$ cat src/rtl/vga_timing_if.sv
// Raster position and sync bundle between the VGA timing generator and its consumers.
interface vga_timing_if;
    logic        en;
    logic [11:0] H_counter;
    logic [9:0]  V_counter;
    logic        hsync;
    logic        vsync;
    logic        display_en;
    logic [9:0]  pixel_x;
    logic [8:0]  pixel_y;
    logic        pixel_tick;
    logic        line_end;
    logic        frame_end;

    modport master (
        input  en,
        output H_counter, V_counter, hsync, vsync, display_en,
        output pixel_x, pixel_y, pixel_tick, line_end, frame_end
    );

    modport slave (
        output en,
        input  H_counter, V_counter, hsync, vsync, display_en,
        input  pixel_x, pixel_y, pixel_tick, line_end, frame_end
    );
endinterface

$ cat src/rtl/vga_timing_gen.sv
// 640x480 raster timing generator at 4x pixel clock: position counters, H/V phase FSMs and
// registered sync, blanking and strobe outputs aligned with the visible counter values.
module vga_timing_gen #(
    parameter int unsigned H_DISP = 2560,
    parameter int unsigned H_FP   = 64,
    parameter int unsigned H_SYNC = 384,
    parameter int unsigned H_BP   = 192,
    parameter int unsigned V_DISP = 480,
    parameter int unsigned V_FP   = 10,
    parameter int unsigned V_SYNC = 2,
    parameter int unsigned V_BP   = 29
) (
    input  logic         clk,
    input  logic         reset,
    vga_timing_if.master vga
);
    localparam logic [11:0] HActLast = 12'(H_DISP - 1);
    localparam logic [11:0] HFpLast  = 12'(H_DISP + H_FP - 1);
    localparam logic [11:0] HSynLast = 12'(H_DISP + H_FP + H_SYNC - 1);
    localparam logic [11:0] HLast    = 12'(H_DISP + H_FP + H_SYNC + H_BP - 1);
    localparam logic [9:0]  VActLast = 10'(V_DISP - 1);
    localparam logic [9:0]  VFpLast  = 10'(V_DISP + V_FP - 1);
    localparam logic [9:0]  VSynLast = 10'(V_DISP + V_FP + V_SYNC - 1);
    localparam logic [9:0]  VLast    = 10'(V_DISP + V_FP + V_SYNC + V_BP - 1);

    typedef enum logic [1:0] {HAct, HFp, HSyn, HBp} h_state_e;
    typedef enum logic [1:0] {VAct, VFp, VSyn, VBp} v_state_e;

    h_state_e    h_state_q, h_state_d;
    v_state_e    v_state_q, v_state_d;
    logic [11:0] h_cnt_q, h_cnt_d;
    logic [9:0]  v_cnt_q, v_cnt_d;
    logic        at_line_end;

    logic       hsync_q, hsync_d;
    logic       vsync_q, vsync_d;
    logic       de_q, de_d;
    logic [9:0] px_q, px_d;
    logic [8:0] py_q, py_d;
    logic       tick_q, tick_d;
    logic       lend_q, lend_d;
    logic       fend_q, fend_d;

    assign at_line_end = (h_cnt_q == HLast);

    // State register: everything advances only on enabled edges.
    always_ff @(posedge clk or negedge reset) begin
        if (!reset) begin
            h_state_q <= HAct;
            v_state_q <= VAct;
            h_cnt_q   <= '0;
            v_cnt_q   <= '0;
            hsync_q   <= 1'b1;
            vsync_q   <= 1'b1;
            de_q      <= 1'b0;
            px_q      <= '0;
            py_q      <= '0;
            tick_q    <= 1'b0;
            lend_q    <= 1'b0;
            fend_q    <= 1'b0;
        end else if (vga.en) begin
            h_state_q <= h_state_d;
            v_state_q <= v_state_d;
            h_cnt_q   <= h_cnt_d;
            v_cnt_q   <= v_cnt_d;
            hsync_q   <= hsync_d;
            vsync_q   <= vsync_d;
            de_q      <= de_d;
            px_q      <= px_d;
            py_q      <= py_d;
            tick_q    <= tick_d;
            lend_q    <= lend_d;
            fend_q    <= fend_d;
        end
    end

    // Next-state: counters and phase FSMs.
    always_comb begin
        h_cnt_d   = at_line_end ? 12'd0 : h_cnt_q + 12'd1;
        v_cnt_d   = v_cnt_q;
        h_state_d = h_state_q;
        v_state_d = v_state_q;
        if (at_line_end) begin
            v_cnt_d = (v_cnt_q == VLast) ? 10'd0 : v_cnt_q + 10'd1;
        end
        unique case (h_state_q)
            HAct:    if (h_cnt_q == HActLast) h_state_d = HFp;
            HFp:     if (h_cnt_q == HFpLast)  h_state_d = HSyn;
            HSyn:    if (h_cnt_q == HSynLast) h_state_d = HBp;
            HBp:     if (h_cnt_q == HLast)    h_state_d = HAct;
            default: h_state_d = HAct;
        endcase
        if (at_line_end) begin
            unique case (v_state_q)
                VAct:    if (v_cnt_q == VActLast) v_state_d = VFp;
                VFp:     if (v_cnt_q == VFpLast)  v_state_d = VSyn;
                VSyn:    if (v_cnt_q == VSynLast) v_state_d = VBp;
                VBp:     if (v_cnt_q == VLast)    v_state_d = VAct;
                default: v_state_d = VAct;
            endcase
        end
    end

    // Output decode from next-state values so registered outputs match the registered counters.
    always_comb begin
        hsync_d = (h_state_d != HSyn);
        vsync_d = (v_state_d != VSyn);
        de_d    = (h_state_d == HAct) && (v_state_d == VAct);
        px_d    = de_d ? h_cnt_d[11:2] : 10'd0;
        py_d    = de_d ? v_cnt_d[8:0] : 9'd0;
        tick_d  = de_d && (h_cnt_d[1:0] == 2'd0);
        lend_d  = (h_cnt_d == HLast);
        fend_d  = lend_d && (v_cnt_d == VLast);
    end

    assign vga.H_counter  = h_cnt_q;
    assign vga.V_counter  = v_cnt_q;
    assign vga.hsync      = hsync_q;
    assign vga.vsync      = vsync_q;
    assign vga.display_en = de_q;
    assign vga.pixel_x    = px_q;
    assign vga.pixel_y    = py_q;
    assign vga.pixel_tick = tick_q;
    assign vga.line_end   = lend_q;
    assign vga.frame_end  = fend_q;
endmodule

$ cat src/flat_wrapper.sv
// flat-port wrapper written by rule: the top's interface ports become plain ports
module vga_timing_gen_flat 
#(
    parameter int unsigned H_DISP = 2560,
    parameter int unsigned H_FP   = 64,
    parameter int unsigned H_SYNC = 384,
    parameter int unsigned H_BP   = 192,
    parameter int unsigned V_DISP = 480,
    parameter int unsigned V_FP   = 10,
    parameter int unsigned V_SYNC = 2,
    parameter int unsigned V_BP   = 29
)
  (clk, reset, vga_en, vga_H_counter, vga_V_counter, vga_hsync, vga_vsync, vga_display_en, vga_pixel_x, vga_pixel_y, vga_pixel_tick, vga_line_end, vga_frame_end);
  vga_timing_if vga_i ();
  input  logic clk;
  input  logic reset;
  input wire logic [$bits(vga_i.en)-1:0] vga_en;
  output wire logic [$bits(vga_i.H_counter)-1:0] vga_H_counter;
  output wire logic [$bits(vga_i.V_counter)-1:0] vga_V_counter;
  output wire logic [$bits(vga_i.hsync)-1:0] vga_hsync;
  output wire logic [$bits(vga_i.vsync)-1:0] vga_vsync;
  output wire logic [$bits(vga_i.display_en)-1:0] vga_display_en;
  output wire logic [$bits(vga_i.pixel_x)-1:0] vga_pixel_x;
  output wire logic [$bits(vga_i.pixel_y)-1:0] vga_pixel_y;
  output wire logic [$bits(vga_i.pixel_tick)-1:0] vga_pixel_tick;
  output wire logic [$bits(vga_i.line_end)-1:0] vga_line_end;
  output wire logic [$bits(vga_i.frame_end)-1:0] vga_frame_end;
  assign vga_i.en = vga_en;
  assign vga_H_counter = vga_i.H_counter;
  assign vga_V_counter = vga_i.V_counter;
  assign vga_hsync = vga_i.hsync;
  assign vga_vsync = vga_i.vsync;
  assign vga_display_en = vga_i.display_en;
  assign vga_pixel_x = vga_i.pixel_x;
  assign vga_pixel_y = vga_i.pixel_y;
  assign vga_pixel_tick = vga_i.pixel_tick;
  assign vga_line_end = vga_i.line_end;
  assign vga_frame_end = vga_i.frame_end;
  vga_timing_gen #(.H_DISP(H_DISP), .H_FP(H_FP), .H_SYNC(H_SYNC), .H_BP(H_BP), .V_DISP(V_DISP), .V_FP(V_FP), .V_SYNC(V_SYNC), .V_BP(V_BP)) u_core (.clk(clk), .reset(reset), .vga(vga_i));
endmodule
$ cat config.mk
export PLATFORM = sky130hd
export DESIGN_NAME = vga_timing_gen_flat
export DESIGN_NICKNAME = d
export VERILOG_FILES = /design/src/rtl/vga_timing_if.sv /design/src/rtl/vga_timing_gen.sv /design/src/flat_wrapper.sv
export SDC_FILE = /design/constraint.sdc
export NUM_CORES = 1
export LEC_CHECK = 0
export BUFFER_PORTS_ARGS = -buffer_cell sky130_fd_sc_hd__buf_2
export CORE_AREA = 5 5 96 98
export DETAILED_ROUTE_END_ITERATION = 8
export DIE_AREA = 0 0 101 103
export SYNTH_ARGS = -nofsm -noshare
export SYNTH_HDL_FRONTEND = slang
export SYNTH_SLANG_ARGS = --single-unit
$ cat constraint.sdc
create_clock -name clk -period 3.2 [get_ports clk]
set_clock_uncertainty 0.2 [all_clocks]
set_input_delay 0.16 -clock clk [delete_from_list [all_inputs] [get_ports clk]]
set_output_delay 0.16 -clock clk [all_outputs]
set_load 0.01 [all_outputs]
==> results_tabular.tex, run 1 <==
\begin{tabular}{lr}
\hline
Metric & Value \\
\hline
\multicolumn{2}{l}{\textbf{Final layout}} \\
Most frequent cells in the layout & 49 x sky130\_fd\_sc\_hd\_\_buf\_2, 49 x sky130\_fd\_sc\_hd\_\_dfrtp\_1, 46 x sky130\_fd\_sc\_hd\_\_nand2\_1 \\
Fill cell total of the finished layout & 853 \\
Non-filler instance count after layout & 477 \\
Total area of multi-input combinational cells & 0.00156 sq mm \\
Layout cell share with drive strength beyond 1 & 24.7\% \\
Growth of design area from synthesis to finish & 14.8\% \\
Diode insertion count for antenna repair & 0 \\
Area occupied by registers & 0.00128 sq mm \\
Total Nets Final & 377 \\
\multicolumn{2}{l}{\textbf{Worst setup path}} \\
Worst R2R Setup Slack & 180 ps \\
Arrival @ worst endpoint & 3040 ps \\
Critical setup path kind & reg2reg \\
Critical Path Source & u\_core.vga.H\_counter[0] \\
Start of the worst register-to-register path & u\_core.vga.H\_counter[0] \\
Depth of the most critical reg-to-reg path & 7 \\
Destination of the worst register-to-register timing path & u\_core.vga.pixel\_y[4] \\
Endpoint class of the critical path & register \\
Startpoint types & register \\
Worst endpoint required time & 3210 ps \\
Maximum net fanout on the critical path & 9 \\
\multicolumn{2}{l}{\textbf{Die}} \\
Total die area & 0.0104 sq mm \\
Die span in y & 103 um \\
Num rows & 34 \\
Core Box Area & 0.00838 sq mm \\
Count of boundary I/O pins & 50 \\
Effective utilization at floorplan & 36.2\% \\
Horiz. Die Dim & 101 um \\
\multicolumn{2}{l}{\textbf{Global route}} \\
Global routing usage summed across all routing layers & 15.9\% \\
Antenna violations before repair & 0 \\
Grt ovf & 0 \\
Pin count of the biggest net entering global routing & 42 \\
Wire length of the first global-routing pass & 13200 um \\
Via count of the first global-routing pass & 2554 \\
\multicolumn{2}{l}{\textbf{Timing}} \\
Normalized max-slew margin & 43.3\% \\
Final period util & 94.5\% \\
Fmax achieved & 331 MHz \\
Number of slew-limit violations in the final report & 0 \\
Endpoints failing hold & 0 \\
Final TNS setup & 0 ps \\
Count of final setup violators & 0 \\
Unrepaired setup endpoints after global routing & false \\
Post-layout min period & 3020 ps \\
Worst Tran Pin Value & 850 ps \\
\multicolumn{2}{l}{\textbf{Logic synthesis}} \\
Area of the mapped netlist & 0.00303 sq mm \\
Arithmetic-cell share of the synthesized area counting full adders, half adders and majority gates & 2.48\% \\
Sequential-to-total area share from yosys stat & 42.2\% \\
XOR/XNOR share of the synthesized area & 7.22\% \\
Share of synthesized area spent on multiplexers & 2.72\% \\
Post-Syn Instances & 321 \\
Share of synthesized cell area in and, or, nand and nor gates & 23.7\% \\
Net count after synthesis & 330 \\
Flip-flop and latch count after synthesis & 51 \\
Synth cell types & 53 \\
Commonest register cell after synthesis & sky130\_fd\_sc\_hd\_\_dfrtp\_1 \\
Main combinational cell family by area after synthesis & simple AND/OR/NAND/NOR gates \\
Share of the synthesized area in compound gates (AO/OA/AOI/OAI) & 15.1\% \\
Count of flip-flops with a built-in enable after synthesis & 0 \\
Async SR Flop Fraction & 100\% \\
Post-synthesis average cell area & 9.45 sq um \\
Warnings from Yosys & 0 \\
\multicolumn{2}{l}{\textbf{Power and ir drop}} \\
Peak supply drop & 0.000190 V \\
Cell Pwr Density & 459 mW/mm\^{}2 \\
P\_leak & 0.00158 uW \\
\multicolumn{2}{l}{\textbf{Placement}} \\
Gpl congestion & 0.882 \\
Count of buffers from port buffering & 49 \\
HPWL after DPL & 5810 um \\
Dpl cells & 468 \\
\multicolumn{2}{l}{\textbf{Min path}} \\
Hold Path Class & in2reg \\
Worst hold path cell count & 4 \\
HP Start & vga\_en \\
Worst Hold End & u\_core.v\_state\_q[0] \\
\multicolumn{2}{l}{\textbf{Clock network}} \\
TritonCTS buffer count & 5 \\
Max Buffers Root-to-Sink & 2 \\
Clock tree from TritonCTS & done \\
Clock latency on the worst-skew pair & 300 ps \\
Buffer cell driving the clock tree root & sky130\_fd\_sc\_hd\_\_clkbuf\_8 \\
Post-CTS setup buffer count & 0 \\
Number of sinks on the clock net & 51 \\
H-tree depth & 2 \\
Clock transition at the registers of the reported paths & 90 ps \\
\multicolumn{2}{l}{\textbf{Drt}} \\
DRC Markers & 0 \\
Remaining antenna violation count after routing & 0 \\
Number of detailed-route iterations in the first pass & 4 \\
Detailed-route wire length & 7860 um \\
Average vias per placed instance & 5.38 \\
DR vias & 2565 \\
Avg WL per Cell & 16.5 um \\
Detailed Route Iter0 Violations & 255 \\
\multicolumn{2}{l}{\textbf{Run status}} \\
Run status & completed \\
\multicolumn{2}{l}{\textbf{Flow run}} \\
Total of max-cap violations & 0 \\
\hline
\end{tabular}
[critical path, stage by stage, from the launching register on]
cell and delay (ps):
sky130_fd_sc_hd__dfrtp_1 440, sky130_fd_sc_hd__ha_1 250, sky130_fd_sc_hd__and3_1 410, sky130_fd_sc_hd__and4b_1 330, sky130_fd_sc_hd__a31oi_4 120, sky130_fd_sc_hd__or4_1 730
sky130_fd_sc_hd__buf_4 240, sky130_fd_sc_hd__o31ai_1 210
[worst max path at each step]
stage | to | slack, ps | cells past startpoint
after global routing | u_core.vga.pixel_y[4] | 8 | 7
final | u_core.vga.pixel_y[4] | 180 | 7
after global placement | u_core.vga.display_en | 290 | 9
after detailed placement | u_core.vga.display_en | 190 | 9
after CTS | u_core.vga.display_en | 160 | 9
after floorplan | u_core.vga.pixel_y[7] | 500 | 10
[power breakdown]
part	total (uW)	internal, uW	switching (uW)
sequential	801	707	93.6
combinational	412	168	244
clock	385	175	210
[state kept, by name, indices dropped and copies added, names as in the netlist, 2 cells and up]
register and cells:
u_core.h_state_q 2, u_core.vga.pixel_y 9, u_core.vga.V_counter 10, u_core.vga.pixel_x 10, u_core.vga.H_counter 12, u_core.v_state_q 2
[stage by stage]
| stage | hold slack, ps | cell area (sq um) | util [%] | total power [uW] | setup slack, ps |
|---|---|---|---|---|---|
| 6_report | 223 | 3480 | 41.5 | 1600 | 177 |
| 3_3_place_gp | 85.6 | 3370 | 40.3 | 1220 | 292 |
| 4_1_cts | 212 | 3470 | 41.5 | 1620 | 158 |
| 5_1_grt | 235 | 3480 | 41.5 | 1700 | 7.68 |
| 2_1_floorplan | -336 | 3030 | - | 1060 | 502 |
| 3_5_place_dp | 99.0 | 3370 | 40.3 | 1230 | 185 |
[timing repair]
action,4_1_cts,5_1_grt
hold buffers,1,0
endpoints found under the setup margin,0,1
resized for setup,0,1
hold endpoints to repair,31,0
[routing by layer]
layer  track usage (%)  share of wire [%]
met5                 0                  0
met4              5.42                2.2
met3              2.91                4.6
met2              23.6                 44
met1              23.3                 50
[synthesized netlist by cell type, types with 2 or more instances]
cell type                   instances  share of area (%)
sky130_fd_sc_hd__xnor2_1           19                5.5
sky130_fd_sc_hd__dfrtp_1           49                 40
sky130_fd_sc_hd__a32o_1             2               0.66
sky130_fd_sc_hd__nor2_1            21                2.6
sky130_fd_sc_hd__and4b_1            4                1.3
sky130_fd_sc_hd__o2bb2ai_1          8                2.3
sky130_fd_sc_hd__mux2_2             2               0.74
sky130_fd_sc_hd__clkbuf_1          15                1.9
sky130_fd_sc_hd__o21ai_0           19                3.1
sky130_fd_sc_hd__o31ai_4            2                1.4
sky130_fd_sc_hd__nor4_1             5                1.0
sky130_fd_sc_hd__nand2_1           46                5.7
sky130_fd_sc_hd__ha_1               6                2.5
sky130_fd_sc_hd__and2_1             2               0.41
sky130_fd_sc_hd__nand3_1           14                2.3
sky130_fd_sc_hd__inv_1             11                1.4
sky130_fd_sc_hd__a22o_1             6                1.7
sky130_fd_sc_hd__nand4_1            8                1.7
sky130_fd_sc_hd__buf_6              5                1.9
sky130_fd_sc_hd__xor2_1             6                1.7
sky130_fd_sc_hd__a31oi_1            4               0.82
sky130_fd_sc_hd__dfstp_2            2                1.7
sky130_fd_sc_hd__a21oi_1            6               0.99
sky130_fd_sc_hd__mux2i_1            6                2.0
sky130_fd_sc_hd__buf_2              4               0.66
sky130_fd_sc_hd__and3_1             4               0.82
sky130_fd_sc_hd__nor2b_1            2               0.41
sky130_fd_sc_hd__nor3_1             9                1.5
sky130_fd_sc_hd__or3_1              3               0.62
sky130_fd_sc_hd__o31ai_1            8                2.0
[cells by family after synthesis]
| kind of cell | count (synthesis) |
|---|---|
| simple gates | 134 |
| compound gates | 60 |
| flops | 51 |
| buf+inv | 37 |
| xor+xnor | 25 |
| mux | 8 |
| fa+ha+maj | 6 |
[area by class of cell]
class / instances / share of cell area (%)
Tap cell: 108 / 3.88
Timing Repair Buffer: 66 / 10.8
Inverter: 11 / 1.19
Clock buffer: 7 / 2.48
Sequential cell: 51 / 36.7
Clock inverter: 1 / 0.144
Multi-Input combinational cell: 233 / 44.8
No activity file was read; power rests on OpenSTA's default activity.
==> inputs of run 2 (changes only) <==
REMOVE_ABC_BUFFERS = 1   (was unset)
==> run 2 against run 1 <==
Compared with the run above: routed wire length fell by 4.9%; via count shrank 1.9%; core utilization shrank 0.34 points; sequential power is 2% higher; fmax rose by 4.1%; die area is the same; sequential cell count stayed put; critical path depth is 1 higher; global-route usage is 0.99 points lower; critical path type unchanged; critical endpoint is now u_core.vga.pixel_y[2].
==> results_tabular.tex, run 2 (synthesis results as in run 1) <==
\begin{tabular}{lr}
\hline
Metric & Value \\
\hline
\multicolumn{2}{l}{\textbf{Run status}} \\
Run status & completed (unchanged) \\
\multicolumn{2}{l}{\textbf{Worst setup path}} \\
Worst R2R Setup Slack & 300 ps (was 180 ps) \\
Worst-path cell chain & ha\_1, and3\_2, nand4b\_4, nor2\_4, a21oi\_2, or4\_1, buf\_4, o41ai\_2 (was ha\_1, and3\_1, and4b\_1, a31oi\_4, or4\_1, buf\_4, o31ai\_1) \\
Maximum net fanout on the critical path & 9 (unchanged) \\
Max stage delay cell, worst path & sky130\_fd\_sc\_hd\_\_or4\_1 (unchanged) \\
Cell type group with the largest total delay on the critical path & simple AND/OR/NAND/NOR gates (unchanged) \\
Startpoint types & register (unchanged) \\
Critical setup path kind & reg2reg (unchanged) \\
Crit. path cell count & 8 (was 7) \\
Largest incremental delay on the critical path & 530 ps (was 730 ps) \\
Arrival @ worst endpoint & 2920 ps (was 3040 ps) \\
Number of buffer and inverter instances along the worst setup path & 1 (unchanged) \\
Depth of the most critical reg-to-reg path & 8 (was 7) \\
Worst endpoint required time & 3220 ps (was 3210 ps) \\
Endpoint class of the critical path & register (unchanged) \\
\multicolumn{2}{l}{\textbf{Drt}} \\
Detailed-route wire length & 7480 um (was 7860 um) \\
Detailed Route Iter0 Violations & 102 (was 255) \\
DRC Markers & 0 (unchanged) \\
Number of detailed-route iterations in the first pass & 4 (unchanged) \\
Remaining antenna violation count after routing & 0 (unchanged) \\
Average vias per placed instance & 5.32 (was 5.38) \\
Avg WL per Cell & 15.8 um (was 16.5 um) \\
DR vias & 2515 (was 2565) \\
\multicolumn{2}{l}{\textbf{Die}} \\
Count of boundary I/O pins & 50 (unchanged) \\
Die span in y & 103 um (unchanged) \\
Num rows & 34 (unchanged) \\
Total die area & 0.0104 sq mm (unchanged) \\
Horiz. Die Dim & 101 um (unchanged) \\
Core Box Area & 0.00838 sq mm (unchanged) \\
Effective utilization at floorplan & 36.2\% (unchanged) \\
\multicolumn{2}{l}{\textbf{Power and ir drop}} \\
Combinational Power Share & 24.1\% (was 25.8\%) \\
Power share of the clock group & 24.0\% (was 24.1\%) \\
Fraction of power consumed by sequential logic & 51.9\% (was 50.1\%) \\
Switching power as a share of total power & 35.1\% (was 34.3\%) \\
Total power & 1570 uW (was 1600 uW) \\
Net switching power & 551 uW (was 548 uW) \\
Peak supply drop & 0.000231 V (was 0.000190 V) \\
P\_leak & 0.00155 uW (was 0.00158 uW) \\
Power Internal & 1020 uW (was 1050 uW) \\
Cell Pwr Density & 454 mW/mm\^{}2 (was 459 mW/mm\^{}2) \\
\multicolumn{2}{l}{\textbf{Final layout}} \\
Layout cell share with drive strength beyond 1 & 24.4\% (was 24.7\%) \\
Growth of design area from synthesis to finish & 13.8\% (was 14.8\%) \\
Total Nets Final & 373 (was 377) \\
Most frequent cells in the layout & 49 x sky130\_fd\_sc\_hd\_\_buf\_2, 49 x sky130\_fd\_sc\_hd\_\_dfrtp\_1, 46 x sky130\_fd\_sc\_hd\_\_nand2\_1 (unchanged) \\
Flip-flop count of the largest register, all copies and words added & 12 (unchanged) \\
Diode insertion count for antenna repair & 0 (unchanged) \\
\multicolumn{2}{l}{\textbf{Global route}} \\
Grt ovf & 0 (unchanged) \\
Via count of the first global-routing pass & 2487 (was 2554) \\
Wire length of the first global-routing pass & 12400 um (was 13200 um) \\
Global routing usage summed across all routing layers & 14.9\% (was 15.9\%) \\
Pin count of the biggest net entering global routing & 51 (was 42) \\
Antenna violations before repair & 0 (unchanged) \\
\multicolumn{2}{l}{\textbf{Timing}} \\
Number of slew-limit violations in the final report & 0 (unchanged) \\
Count of final setup violators & 0 (unchanged) \\
Final setup slack of the worst path & 297 ps (was 177 ps) \\
Endpoints failing hold & 0 (unchanged) \\
Unrepaired setup endpoints after global routing & false (unchanged) \\
Normalized max-slew margin & 26.6\% (was 43.3\%) \\
Final TNS setup & 0 ps (unchanged) \\
Post-layout min period & 2900 ps (was 3020 ps) \\
Worst Tran Pin Value & 1100 ps (was 850 ps) \\
Fmax achieved & 344 MHz (was 331 MHz) \\
Final period util & 90.7\% (was 94.5\%) \\
\multicolumn{2}{l}{\textbf{Clock network}} \\
Clock transition at the registers of the reported paths & 100 ps (was 90 ps) \\
H-tree depth & 2 (unchanged) \\
Post-CTS setup buffer count & 0 (unchanged) \\
TritonCTS buffer count & 5 (unchanged) \\
Buffer cell driving the clock tree root & sky130\_fd\_sc\_hd\_\_clkbuf\_8 (unchanged) \\
Max Buffers Root-to-Sink & 2 (unchanged) \\
Clock tree from TritonCTS & done (unchanged) \\
Number of sinks on the clock net & 51 (unchanged) \\
Clock latency on the worst-skew pair & 310 ps (was 300 ps) \\
\multicolumn{2}{l}{\textbf{Min path}} \\
Hold Path Class & in2reg (unchanged) \\
Worst hold path cell count & 4 (unchanged) \\
\multicolumn{2}{l}{\textbf{Placement}} \\
Gpl congestion & 0.860 (was 0.882) \\
Count of buffers from port buffering & 49 (unchanged) \\
HPWL after DPL & 5520 um (was 5810 um) \\
Pre-CTS worst setup slack & 60.1 ps (was 185 ps) \\
\multicolumn{2}{l}{\textbf{Flow run}} \\
Total of max-cap violations & 0 (unchanged) \\
\hline
\end{tabular}
==> run 2: through the flow <==
step,utilization [%],cells,hold slack (ps),instance area (sq um)
6_report,41.2,473,210,3450
5_1_grt,41.2,473,237,3450
4_1_cts,41.0,473,199,3440
3_5_place_dp,39.9,464,239,3340
3_3_place_gp,39.9,464,239,3340
2_1_floorplan,-,295,-336,2870
==> run 2: timing repair <==
| action | in CTS | in global routing |
|---|---|---|
| hold buffers | 1 | 0 |
| hold endpoints to repair | 49 | 0 |
| gates resized for setup | 0 | 3 |
| setup endpoints to repair | 0 | 21 |
==> run 2: worst reg2reg max path, cell delays in order, from the launching register on <==
cell and delay [ps]:
sky130_fd_sc_hd__dfrtp_1 460, sky130_fd_sc_hd__ha_1 260, sky130_fd_sc_hd__and3_2 320, sky130_fd_sc_hd__nand4b_4 200
sky130_fd_sc_hd__nor2_4 270, sky130_fd_sc_hd__a21oi_2 100, sky130_fd_sc_hd__or4_1 530, sky130_fd_sc_hd__buf_4 210
sky130_fd_sc_hd__o41ai_2 270
==> run 2: power groups by stage <==
stage / Sequential (uW) / Clock, uW / Combinational [uW]
after floorplan: 837 / 0 / 187
after global placement: 824 / 0 / 378
after detailed placement: 825 / 0 / 380
after CTS: 813 / 392 / 383
after global routing: 831 / 410 / 424
final: 815 / 377 / 377
==> run 2: path summary, 6_finish.rpt <==
check / to / startpoint
max: u_core.vga.pixel_y[2] / u_core.vga.H_counter[1]
max reg2reg: u_core.vga.pixel_y[2] / u_core.vga.H_counter[1]
min in group asynchronous: u_core.vga.V_counter[1] / reset
min: u_core.v_state_q[0] / vga_en
min reg2reg: u_core.vga.pixel_y[4] / u_core.vga.pixel_y[4]
max in group asynchronous: u_core.vga.vsync / reset
==> run 2: metal layers <==
metal  track usage, %  part of all wire, %  up-vias
met3             3.18                  5.8       11
met1             20.4                   47     1215
li1                 -                    -     1222
met2             23.8                   46       67
met4             4.40                  1.5        0
met5                0                    0        -
==> run 2: final cells by class <==
type	count	area [sq um]
Clock buffer	6	72.6
Sequential cell	51	1280
Fill cell	855	4930
Inverter	11	41.3
Multi-Input combinational cell	233	1570
Tap cell	108	135
Timing Repair Buffer	62	345
Clock inverter	2	12.5
